**config.mk**
```make
export PLATFORM = sky130hd
export DESIGN_NAME = serial_subtractor
export DESIGN_NICKNAME = d
export VERILOG_FILES = /design/src/rtl/sub_pkg.sv /design/src/rtl/sub_digit.sv /design/src/rtl/serial_subtractor.sv
export SDC_FILE = /design/constraint.sdc
export NUM_CORES = 1
export LEC_CHECK = 0
export CAP_MARGIN = 10
export CORE_MARGIN = 3
export CORE_UTILIZATION = 40
export DETAILED_ROUTE_END_ITERATION = 10
export GPL_TIMING_DRIVEN = 0
export PLACE_DENSITY = 0.68
export RECOVER_POWER = 100
export SLEW_MARGIN = 20
export SYNTH_ARGS = -nofsm -noshare
export SYNTH_HDL_FRONTEND = slang
export SYNTH_SLANG_ARGS = --single-unit
```
**constraint.sdc**
```tcl
create_clock -name clk -period 1.85 [get_ports clk]
set_input_delay 0.555 -clock clk [delete_from_list [all_inputs] [get_ports clk]]
set_output_delay 0.555 -clock clk [all_outputs]
set_load 0.01 [all_outputs]
```
**src/rtl/sub_pkg.sv**
```systemverilog
// ============================================================================
// sub_pkg : shared state encoding and sizing helpers for serial_subtractor
// Rev 1.0
// ============================================================================
`default_nettype none

package sub_pkg;

    typedef enum logic [1:0] {
        IDLE = 2'd0,
        RUN  = 2'd1,
        DONE = 2'd2
    } sub_state_t;

    // Counter must be able to hold the step count itself, not just STEPS-1.
    function automatic int cnt_width(input int steps);
        return (steps < 1) ? 1 : $clog2(steps + 1);
    endfunction

endpackage

`default_nettype wire

```
**src/rtl/sub_digit.sv**
```systemverilog
// ============================================================================
// sub_digit : combinational DIGIT-bit ripple-borrow subtractor slice
// Rev 1.0
// ============================================================================
`default_nettype none

module sub_digit #(
    parameter int DIGIT = 1
) (
    input  logic [DIGIT-1:0] x,
    input  logic [DIGIT-1:0] y,
    input  logic             br_in,
    output logic [DIGIT-1:0] d,
    output logic             br_out
);

    logic [DIGIT:0] w_chain;

    assign w_chain[0] = br_in;

    generate
        for (genvar i = 0; i < DIGIT; i++) begin : g_bit
            assign d[i]         = x[i] ^ y[i] ^ w_chain[i];
            assign w_chain[i+1] = (~x[i] & y[i]) | (~x[i] & w_chain[i]) | (y[i] & w_chain[i]);
        end
    endgenerate

    assign br_out = w_chain[DIGIT];

endmodule

`default_nettype wire

```
**src/rtl/serial_subtractor.sv**
```systemverilog
// ============================================================================
// serial_subtractor : digit-serial A - B - B_in with start/done handshake,
//                     borrow-out and signed-overflow flags
// Rev 1.0
// ============================================================================
`default_nettype none

module serial_subtractor
    import sub_pkg::*;
#(
    parameter int WIDTH = 8,
    parameter int DIGIT = 1
) (
    input  logic             clk,
    input  logic             rst,
    input  logic             start,
    input  logic [WIDTH-1:0] a,
    input  logic [WIDTH-1:0] b,
    input  logic             b_in,
    output logic             busy,
    output logic             done,
    output logic [WIDTH-1:0] diff,
    output logic             b_out,
    output logic             ovf
);

    localparam int STEPS = WIDTH / DIGIT;
    localparam int CW    = cnt_width(STEPS);

    generate
        if ((WIDTH < 2) || (DIGIT < 1) || ((WIDTH % DIGIT) != 0)) begin : g_bad_params
            $error("serial_subtractor: WIDTH must be >= 2 and a multiple of DIGIT");
        end
    endgenerate

    sub_state_t              r_state;
    logic [WIDTH-1:0]        r_a;
    logic [WIDTH-1:0]        r_b;
    logic [WIDTH-1:0]        r_res;
    logic                    r_br;
    logic [CW-1:0]           r_cnt;
    logic                    r_a_msb;
    logic                    r_b_msb;

    logic [DIGIT-1:0]        w_d;
    logic                    w_br;
    logic [WIDTH+DIGIT-1:0]  w_cat;
    logic [WIDTH-1:0]        w_res_next;
    logic                    w_last;

    sub_digit #(
        .DIGIT (DIGIT)
    ) u_digit (
        .x      (r_a[DIGIT-1:0]),
        .y      (r_b[DIGIT-1:0]),
        .br_in  (r_br),
        .d      (w_d),
        .br_out (w_br)
    );

    // New digit enters at the top; after STEPS shifts the LSB digit sits at bit 0.
    assign w_cat      = {w_d, r_res};
    assign w_res_next = w_cat[WIDTH+DIGIT-1:DIGIT];
    assign w_last     = (r_cnt == CW'(STEPS - 1));

    assign busy = (r_state == RUN);
    assign done = (r_state == DONE);

    always_ff @(posedge clk) begin
        if (rst) begin
            r_state <= IDLE;
            r_a     <= '0;
            r_b     <= '0;
            r_res   <= '0;
            r_br    <= 1'b0;
            r_cnt   <= '0;
            r_a_msb <= 1'b0;
            r_b_msb <= 1'b0;
            diff    <= '0;
            b_out   <= 1'b0;
            ovf     <= 1'b0;
        end else begin
            case (r_state)
                IDLE, DONE: begin
                    if (start) begin
                        r_a     <= a;
                        r_b     <= b;
                        r_br    <= b_in;
                        r_res   <= '0;
                        r_cnt   <= '0;
                        r_a_msb <= a[WIDTH-1];
                        r_b_msb <= b[WIDTH-1];
                        r_state <= RUN;
                    end else begin
                        r_state <= IDLE;
                    end
                end
                RUN: begin
                    r_a   <= r_a >> DIGIT;
                    r_b   <= r_b >> DIGIT;
                    r_res <= w_res_next;
                    r_br  <= w_br;
                    r_cnt <= r_cnt + CW'(1);
                    if (w_last) begin
                        diff    <= w_res_next;
                        b_out   <= w_br;
                        ovf     <= (r_a_msb ^ r_b_msb) & (w_res_next[WIDTH-1] ^ r_a_msb);
                        r_state <= DONE;
                    end
                end
                default: r_state <= IDLE;
            endcase
        end
    end

endmodule

`default_nettype wire

```
==> impl_metrics.tcl, run 1 <==
set metrics [dict create \
    status "finished clean" \
    fin_ws_ps 80.4 \
    drv_cap 0 \
    synth_top_cell_area_share_pct 49.1 \
    relSlewSlack_pct 67.0 \
    ant_nets 0 \
    cts.path.max_buffers 2 \
    diodes 0 \
    yosys_warnings 0 \
    synthCells 195 \
    drt_iter0_markers 101 \
    place_ws_ps -192 \
    numPortBuffers 30 \
    drv_slew 0 \
    crit_chain "dlygate4sd3_1" \
    synth_seq_area_share_pct 49.1 \
    fin_cells 283 \
    die_width_um 71.4 \
    syn_nets 217 \
    crit_path_start_kind "register" \
    gr-usage-all-layers_pct 16.2 \
    h-tree-depth 2 \
    ys_top_cells_by_area "dfxtp_1 (49%), a21oi_1 (12%), nand3_1 (9.9%)" \
    regArea_um2 842 \
    cts_sinks 42 \
    vdd_drop_max_v 0.000464 \
    core-area_um2 4060 \
    numCtsBuffers 5 \
    grt_pass1_vias 1432 \
    worstMarginPinSlew_ps 495 \
    cp.buffers_inverters 1 \
    ios 32 \
    cp.required_ps 1290 \
    synthFlopType "dfxtp_1" \
    synth.most_common_cell "dfxtp_1" \
    grt_max_degree 19 \
    yosys.area.top_type "dfxtp_1" \
    post_route_cells_drive_above_1_share_pct 10.7 \
    dpl.hpwl_um 2690 \
    crit_path_max_incr_delay_ps 600 \
    gr-total-overflow 0 \
    crit_family "buffers and inverters" \
    setup_violations 0 \
    multi_input_area_um2 752 \
    synth_seq_cells 42 \
    powerDensity_nw_per_um2 831 \
    fmax_mhz 565 \
    initial_core_util_pct 42.2 \
    crit_fanout 2 \
    ys_top_cells_by_count "dfxtp_1 (42), a21oi_1 (41), nand3_1 (34)" \
    fin_crit_ps 1770 \
    ys_async_sr_fraction_pct 0 \
    place_congestion 0.747 \
    end_kind "output port" \
    synthToLayoutAreaGrowth_pct 27.1 \
    die_h_um 71.4 \
    insertion_delay_ps 300 \
    nets 254 \
    tns_ps 0 \
    viasPerCell 5.48 \
    route.vias.total 1551 \
    fp.dieArea_um2 5100 \
    min_path_type "register to register" \
    clkSlewWorstSetupHoldPaths_ps 80 \
    ys_types 26 \
    hold_buffers 0 \
    drcViolationCount 0 \
    synth_area_um2 1710 \
    period_share_pct 95.7 \
    crit_type "register to output port" \
    rows 23 \
    placed_cells 275 \
    fin_total_pwr_mw 1.81 \
    grt_pass1_wl_um 6590 \
    p_leak_nw 0.773 \
    num-fill-cells 411 \
    routed_wl_um 3870 \
    clk_root_buffer_cell "clkbuf_8" \
    avgSynthCellArea_um2 8.78 \
    fin_skew_ps 6.97 \
    slowest_stage "dlygate4sd3_1" \
    drt-wirelength-per-cell_um 13.7 \
    synth_edf_count 0 \
    cts_tree "done" \
    finalHoldViolCount 0 \
    rsz0062_at_grt "false" \
    worstPathArrival_ps 1210 \
    first_pass_iters 4 \
    antenna_found_initial 0 \
]
## worst paths after layout
path	endpoint	slack, ps	from	cells past startpoint
worst max-delay path	diff[1]	80	diff[1]$_SDFFE_PP0P_	1
worst min-delay path	r_b_msb$_SDFFE_PP0P_	470	r_b_msb$_SDFFE_PP0P_	2
worst max register to register	diff[2]$_SDFFE_PP0P_	300	r_cnt[0]$_SDFFE_PP0P_	5
worst min register to register	r_b_msb$_SDFFE_PP0P_	470	r_b_msb$_SDFFE_PP0P_	2
## stage by stage
stage | hold slack [ps] | cell area, um2 | utilization (%)
4_1_cts | 473 | 2180 | 53.6
2_1_floorplan | 444 | 1710 | -
3_3_place_gp | 453 | 2080 | 51.2
6_report | 467 | 2180 | 53.7
5_1_grt | 499 | 2180 | 53.7
3_5_place_dp | 462 | 2080 | 51.2
## kinds of logic (layout without fill, tap and decap cells)
group	after synthesis	after routing	share of synthesized area, %
compound gates	67	67	22.7
fa+ha+maj	2	2	1.90
mux	2	2	1.53
buf+inv	22	60	7.16
flops	42	42	49.1
simple gates	60	60	17.6
## cell type report
| class | count | share of cell area (%) |
|---|---|---|
| clock inverters | 2 | 0.575 |
| multi-input cells | 131 | 34.5 |
| clock buffers | 6 | 3.79 |
| repair buffers | 31 | 14.0 |
| flip-flops and latches | 42 | 38.7 |
| plain buffers | 18 | 5.00 |
| inverters | 3 | 0.517 |
| well taps | 50 | 2.87 |
## timing repair
| item | CTS | global route |
|---|---|---|
| buffers inserted | 1 | 0 |
| resized for setup | 4 | 3 |
| setup endpoints to repair | 2 | 1 |
## where the power goes
| part | switching (mW) | total [mW] | internal (mW) |
|---|---|---|---|
| clock network | 0.310 | 0.610 | 0.300 |
| logic | 0.131 | 0.241 | 0.110 |
| registers | 0.0210 | 0.960 | 0.939 |
## layer usage
metal	global-route usage [%]	vias to the layer above	routed length, um
li1	-	777	-
met1	21.6	728	1820
met2	25.3	39	1780
met3	4.63	7	216
met4	5.01	0	53
met5	0	-	0
## state kept, by name (all words and copies together) (netlist names)
name     flops
r_b_msb      1
r_state      2
r_res        7
b_out        1
r_br         1
r_cnt        4
r_a_msb      1
r_b          8
r_a          8
ovf          1
diff         8
## cells in the final DEF (no fill, tap or decap), drive strengths merged, types with 3 or more instances in the layout
master,synthesis,routed
clkdlybuf4s50,0,24
nand2,12,12
dlygate4sd3,0,4
nand2b,3,3
o21ai,8,8
a22oi,14,14
nand3,34,34
clkbuf,5,14
inv,3,3
nor2,3,3
a21oi,41,41
buf,14,11
dfxtp,42,42
Power figures use the tool's default switching activity.
==> inputs of run 2 (changes only) <==
--- a/config.mk
+++ b/config.mk
@@ -7,10 +7,10 @@
 export LEC_CHECK = 0
 export CAP_MARGIN = 10
 export CORE_MARGIN = 3
-export CORE_UTILIZATION = 40
+export CORE_UTILIZATION = 45
 export DETAILED_ROUTE_END_ITERATION = 10
 export GPL_TIMING_DRIVEN = 0
-export PLACE_DENSITY = 0.68
+export PLACE_DENSITY = 0.74
 export RECOVER_POWER = 100
 export SLEW_MARGIN = 20
 export SYNTH_ARGS = -nofsm -noshare
==> impl_metrics.tcl, run 2 (synthesized netlist as in run 1, its figures left out) <==
set metrics [dict create \
    die_h_um 67.7 \
    p_leak_nw 0.769 \
    cp.buffers_inverters 1 \
    hold_buffers 0 \
    crit_path_start "diff[1]$_SDFFE_PP0P_" \
    whs_path_depth 2 \
    swShare_pct 25.1 \
    rows 21 \
    route.vias.total 1562 \
    grt_pass1_vias 1378 \
    powerDensity_nw_per_um2 813 \
    numCtsBuffers 5 \
    ant_nets 0 \
    synthToLayoutAreaGrowth_pct 25.3 \
    grt_pass1_wl_um 6260 \
    crit_family "buffers and inverters" \
    crit_path_start_kind "register" \
    reg2reg_from "r_br$_SDFFE_PP0P_" \
    final_cell_mix "a21oi_1 (41), dfxtp_1 (41), nand3_1 (34)" \
    reg.largest.list "diff: 8 flops, r_a: 8 flops, r_b: 8 flops" \
    drv_cap 0 \
    insertion_delay_ps 290 \
    cts.path.max_buffers 2 \
    pwr-share-comb_pct 13.6 \
    p_clk_share_pct 31.4 \
    p_seq_share_pct 54.9 \
    crit_chain "dlygate4sd3_1" \
    crit_path_max_incr_delay_ps 600 \
    post_route_cells_drive_above_1_share_pct 9.05 \
    end_kind "output port" \
    min_to "r_b[3]$_SDFFE_PP0P_" \
    dpl.hpwl_um 2580 \
    nets 254 \
    gr-total-overflow 0 \
    grt_max_degree 19 \
    initial_core_util_pct 49.0 \
    die_width_um 67.7 \
    viasPerCell 5.62 \
    place_congestion 0.724 \
    fp.dieArea_um2 4580 \
    placed_cells 271 \
    first_pass_iters 4 \
    fin_cells 278 \
    cts_sinks 42 \
    vdd_drop_max_v 0.000464 \
    rsz0062_at_grt "false" \
    drcViolationCount 0 \
    finalHoldViolCount 0 \
    reg2reg_to "ovf$_SDFFE_PP0P_" \
    fin_skew_ps 2.44 \
    hp-start "r_b[3]$_SDFFE_PP0P_" \
    relSlewSlack_pct 69.6 \
    worstMarginPinSlew_ps 456 \
    setup_violations 0 \
    routed_wl_um 3680 \
    h-tree-depth 2 \
    crit_type "register to output port" \
    clk_root_buffer_cell "clkbuf_8" \
    fin_crit_ps 1770 \
    cp.required_ps 1290 \
    clkSlewWorstSetupHoldPaths_ps 70 \
    reg2reg_setup_slack_ps 310 \
    antenna_found_initial 0 \
    drt-wirelength-per-cell_um 13.2 \
    tns_ps 0 \
    core-area_um2 3490 \
    fmax_mhz 565 \
    slowest_stage "dlygate4sd3_1" \
    gr-usage-all-layers_pct 18.3 \
    numPortBuffers 30 \
    worstPathArrival_ps 1220 \
    drt_iter0_markers 176 \
    drv_slew 0 \
    period_share_pct 95.7 \
    p_int_mw 1.31 \
    crit_fanout 2 \
    status "finished clean" \
    cts_tree "done" \
    min_path_type "register to register" \
    ios 32 \
    power_switching_uw 438 \
    worst-r2r-cell-count 5 \
    diodes 0 \
]
-- run 2: cell types whose count changed in the layout (fill, tap and decap cells not counted), sizes merged --
cell / change
dlygate4sd2: -1
clkdlybuf4s25: +1
buf: -1
dlygate4sd3: +3
clkinvlp: -1
clkinv: -1
clkbuf: +2
clkdlybuf4s50: -3
-- run 2: routing by layer --
layer / track usage, % / vias up / wire (um)
met5: 0 / - / 0
met4: 8.35 / 0 / 70
met3: 4.33 / 7 / 206
met2: 27.7 / 47 / 1650
met1: 24.4 / 735 / 1750
li1: - / 773 / -
-- run 2: worst reg2reg max path, cell delays in order (launching register included) --
cell      delay, ps
dfxtp_1         330
inv_1            60
fa_1            600
and3b_1         170
a21oi_1          40
a311oi_1        260
-- run 2: worst max-delay path by stage --
stage,endpoint,cells after the start
detailed placement,busy,5
finish,diff[1],1
CTS,done,2
floorplan,ovf$_SDFFE_PP0P_,5
global route,busy,4
global placement,busy,5
-- run 2: what timing repair did --
action | CTS | global route
pin swaps | 0 | 0
setup endpoints to repair | 1 | 1
setup buffers | 1 | 0
resized for setup | 5 | 1
-- run 2: final cells by class --
type                       count  area, um2
tap                           46       57.6
clock buffer                   7       76.3
timing repair buffer          31        307
fill                         329       1350
inverter                       3       11.3
buffer                        18        109
multi-input combinational    131        744
sequential                    42        842
-- run 2: per-stage QoR --
| stage | util [%] | total power, mW | hold slack [ps] | setup slack, ps | area, um2 |
|---|---|---|---|---|---|
| global route | 61.4 | 1.83 | 494 | 19.4 | 2150 |
| detailed placement | 59.3 | 1.22 | 461 | -178 | 2070 |
| floorplan | - | 1.13 | 444 | 415 | 1710 |
| CTS | 61.7 | 1.75 | 471 | 17.7 | 2150 |
| global placement | 59.3 | 1.21 | 455 | -179 | 2070 |
| finish | 61.4 | 1.75 | 472 | 79.6 | 2150 |
-- run 2: power groups by stage --
stage,clock network (mW),registers [mW],logic (mW)
2_1_floorplan,0,0.974,0.154
3_3_place_gp,0,0.978,0.235
3_5_place_dp,0,0.979,0.237
4_1_cts,0.554,0.959,0.239
5_1_grt,0.596,0.963,0.267
6_report,0.548,0.959,0.238
==> inputs of run 3 (changes only) <==
--- a/config.mk
+++ b/config.mk
@@ -10,7 +10,7 @@
 export CORE_UTILIZATION = 45
 export DETAILED_ROUTE_END_ITERATION = 10
 export GPL_TIMING_DRIVEN = 0
-export PLACE_DENSITY = 0.74
+export PLACE_DENSITY = 0.71
 export RECOVER_POWER = 100
 export SLEW_MARGIN = 20
 export SYNTH_ARGS = -nofsm -noshare
==> impl_metrics.tcl, run 3 (synthesized netlist as in run 1, its figures left out) <==
set metrics [dict create \
    p_leak_nw 0.783 \
    drv_slew 0 \
    worst-r2r-cell-count 7 \
    multi_input_area_um2 749 \
    crit_path_start_kind "register" \
    finalHoldViolCount 0 \
    route.met3.wl_um 230 \
    post_route_cells_drive_above_1_share_pct 10.7 \
    nets 254 \
    h-tree-depth 2 \
    final_cell_mix "a21oi_1 (41), dfxtp_1 (41), nand3_1 (34)" \
    drv_cap 0 \
    cts.path.max_buffers 2 \
    relSlewSlack_pct 68.0 \
    die_width_um 67.7 \
    highest_layer "met4" \
    hold_buffers 0 \
    drcViolationCount 0 \
    cp.required_ps 1290 \
    wl_met1_um 1760 \
    crit_type "register to output port" \
    powerDensity_nw_per_um2 828 \
    vdd_drop_max_v 0.000480 \
    cts_tree "done" \
    worstPathArrival_ps 1240 \
    placed_cells 271 \
    die_h_um 67.7 \
    viasPerCell 5.57 \
    place_congestion 0.754 \
    drt_iter0_markers 108 \
    hold_ws_ps 469 \
    grt_pass1_wl_um 6740 \
    diodes 0 \
    synthToLayoutAreaGrowth_pct 26.0 \
    tns_ps 0 \
    first_pass_iters 4 \
    clk_root_buffer_cell "clkbuf_8" \
    num-fill-cells 335 \
    worstMarginPinSlew_ps 480 \
    dpl.hpwl_um 2780 \
    route.met2.wl_um 1900 \
    rows 21 \
    fin_skew_ps 4.24 \
    gr-total-overflow 0 \
    numCtsBuffers 5 \
    grt_pass1_vias 1459 \
    setup_violations 0 \
    regArea_um2 842 \
    drt-wirelength-per-cell_um 14.1 \
    fin_cells 279 \
    initial_core_util_pct 49.0 \
    insertion_delay_ps 290 \
    ios 32 \
    route.vias.total 1555 \
    fin_crit_ps 1800 \
    end_kind "output port" \
    grt_max_degree 19 \
    crit_fanout 3 \
    fmax_mhz 557 \
    ant_nets 0 \
    whs_path_depth 2 \
    rsz0062_at_grt "false" \
    period_share_pct 97.1 \
    antenna_found_initial 0 \
    cts_sinks 42 \
    status "finished clean" \
    clkSlewWorstSetupHoldPaths_ps 70 \
    numPortBuffers 30 \
    routed_wl_um 3930 \
    reg.largest.list "diff: 8 flops, r_a: 8 flops, r_b: 8 flops" \
    core-area_um2 3490 \
    min_path_type "register to register" \
    gr-usage-all-layers_pct 19.8 \
    fp.dieArea_um2 4580 \
]
## run 3: metrics by stage
step	instance area, um2	util (%)	setup WS (ps)	total power [mW]
after floorplan	1710	-	415	1.13
after global placement	2070	59.3	-183	1.21
after detailed placement	2070	59.3	-206	1.22
after CTS	2170	62.0	11.7	1.81
after global routing	2160	61.8	3.17	1.88
final	2160	61.8	53.7	1.79
## run 3: layer usage
metal,GRT usage [%],vias up
li1,-,775
met1,25.2,739
met2,32.0,36
met3,4.16,5
met4,9.11,0
met5,0,-
## run 3: path summary, 6_finish.rpt
kind / from / end / slack, ps
hold / removal: r_res[1]$_SDFFE_PP0P_ / r_res[1]$_SDFFE_PP0P_ / 470
hold reg to reg: r_res[1]$_SDFFE_PP0P_ / r_res[1]$_SDFFE_PP0P_ / 470
setup reg to reg: r_state[1]$_SDFFE_PP0P_ / diff[1]$_SDFFE_PP0P_ / 200
setup / recovery: r_state[1]$_SDFFE_PP0P_ / busy / 50
## run 3: power breakdown
part | switching, mW | total [mW] | leakage (nW) | internal [mW]
clock | 0.288 | 0.588 | 0.0482 | 0.301
combinational | 0.132 | 0.238 | 0.393 | 0.106
sequential | 0.0211 | 0.960 | 0.342 | 0.939
## run 3: cell type report
type                            count  area share (%)
Tap cell                           46            2.67
Buffer                             18            4.81
Sequential cell                    42            39.0
Timing Repair Buffer               31            14.0
Clock inverter                      1           0.232
Inverter                            3           0.522
Clock buffer                        7            4.00
Multi-Input combinational cell    131            34.7
## run 3: critical path: stages, from the launching register on
cell and delay, ps:
dfxtp_1 320, nand2b_1 170, inv_2 70, buf_8 120, dlygate4sd2_1 270
## run 3: repair_timing
action / CTS / global route
gates cloned: 0 / 0
pin swaps: 0 / 0
setup buffers: 1 / 0
gates resized for setup: 4 / 2
setup endpoints to repair: 2 / 1
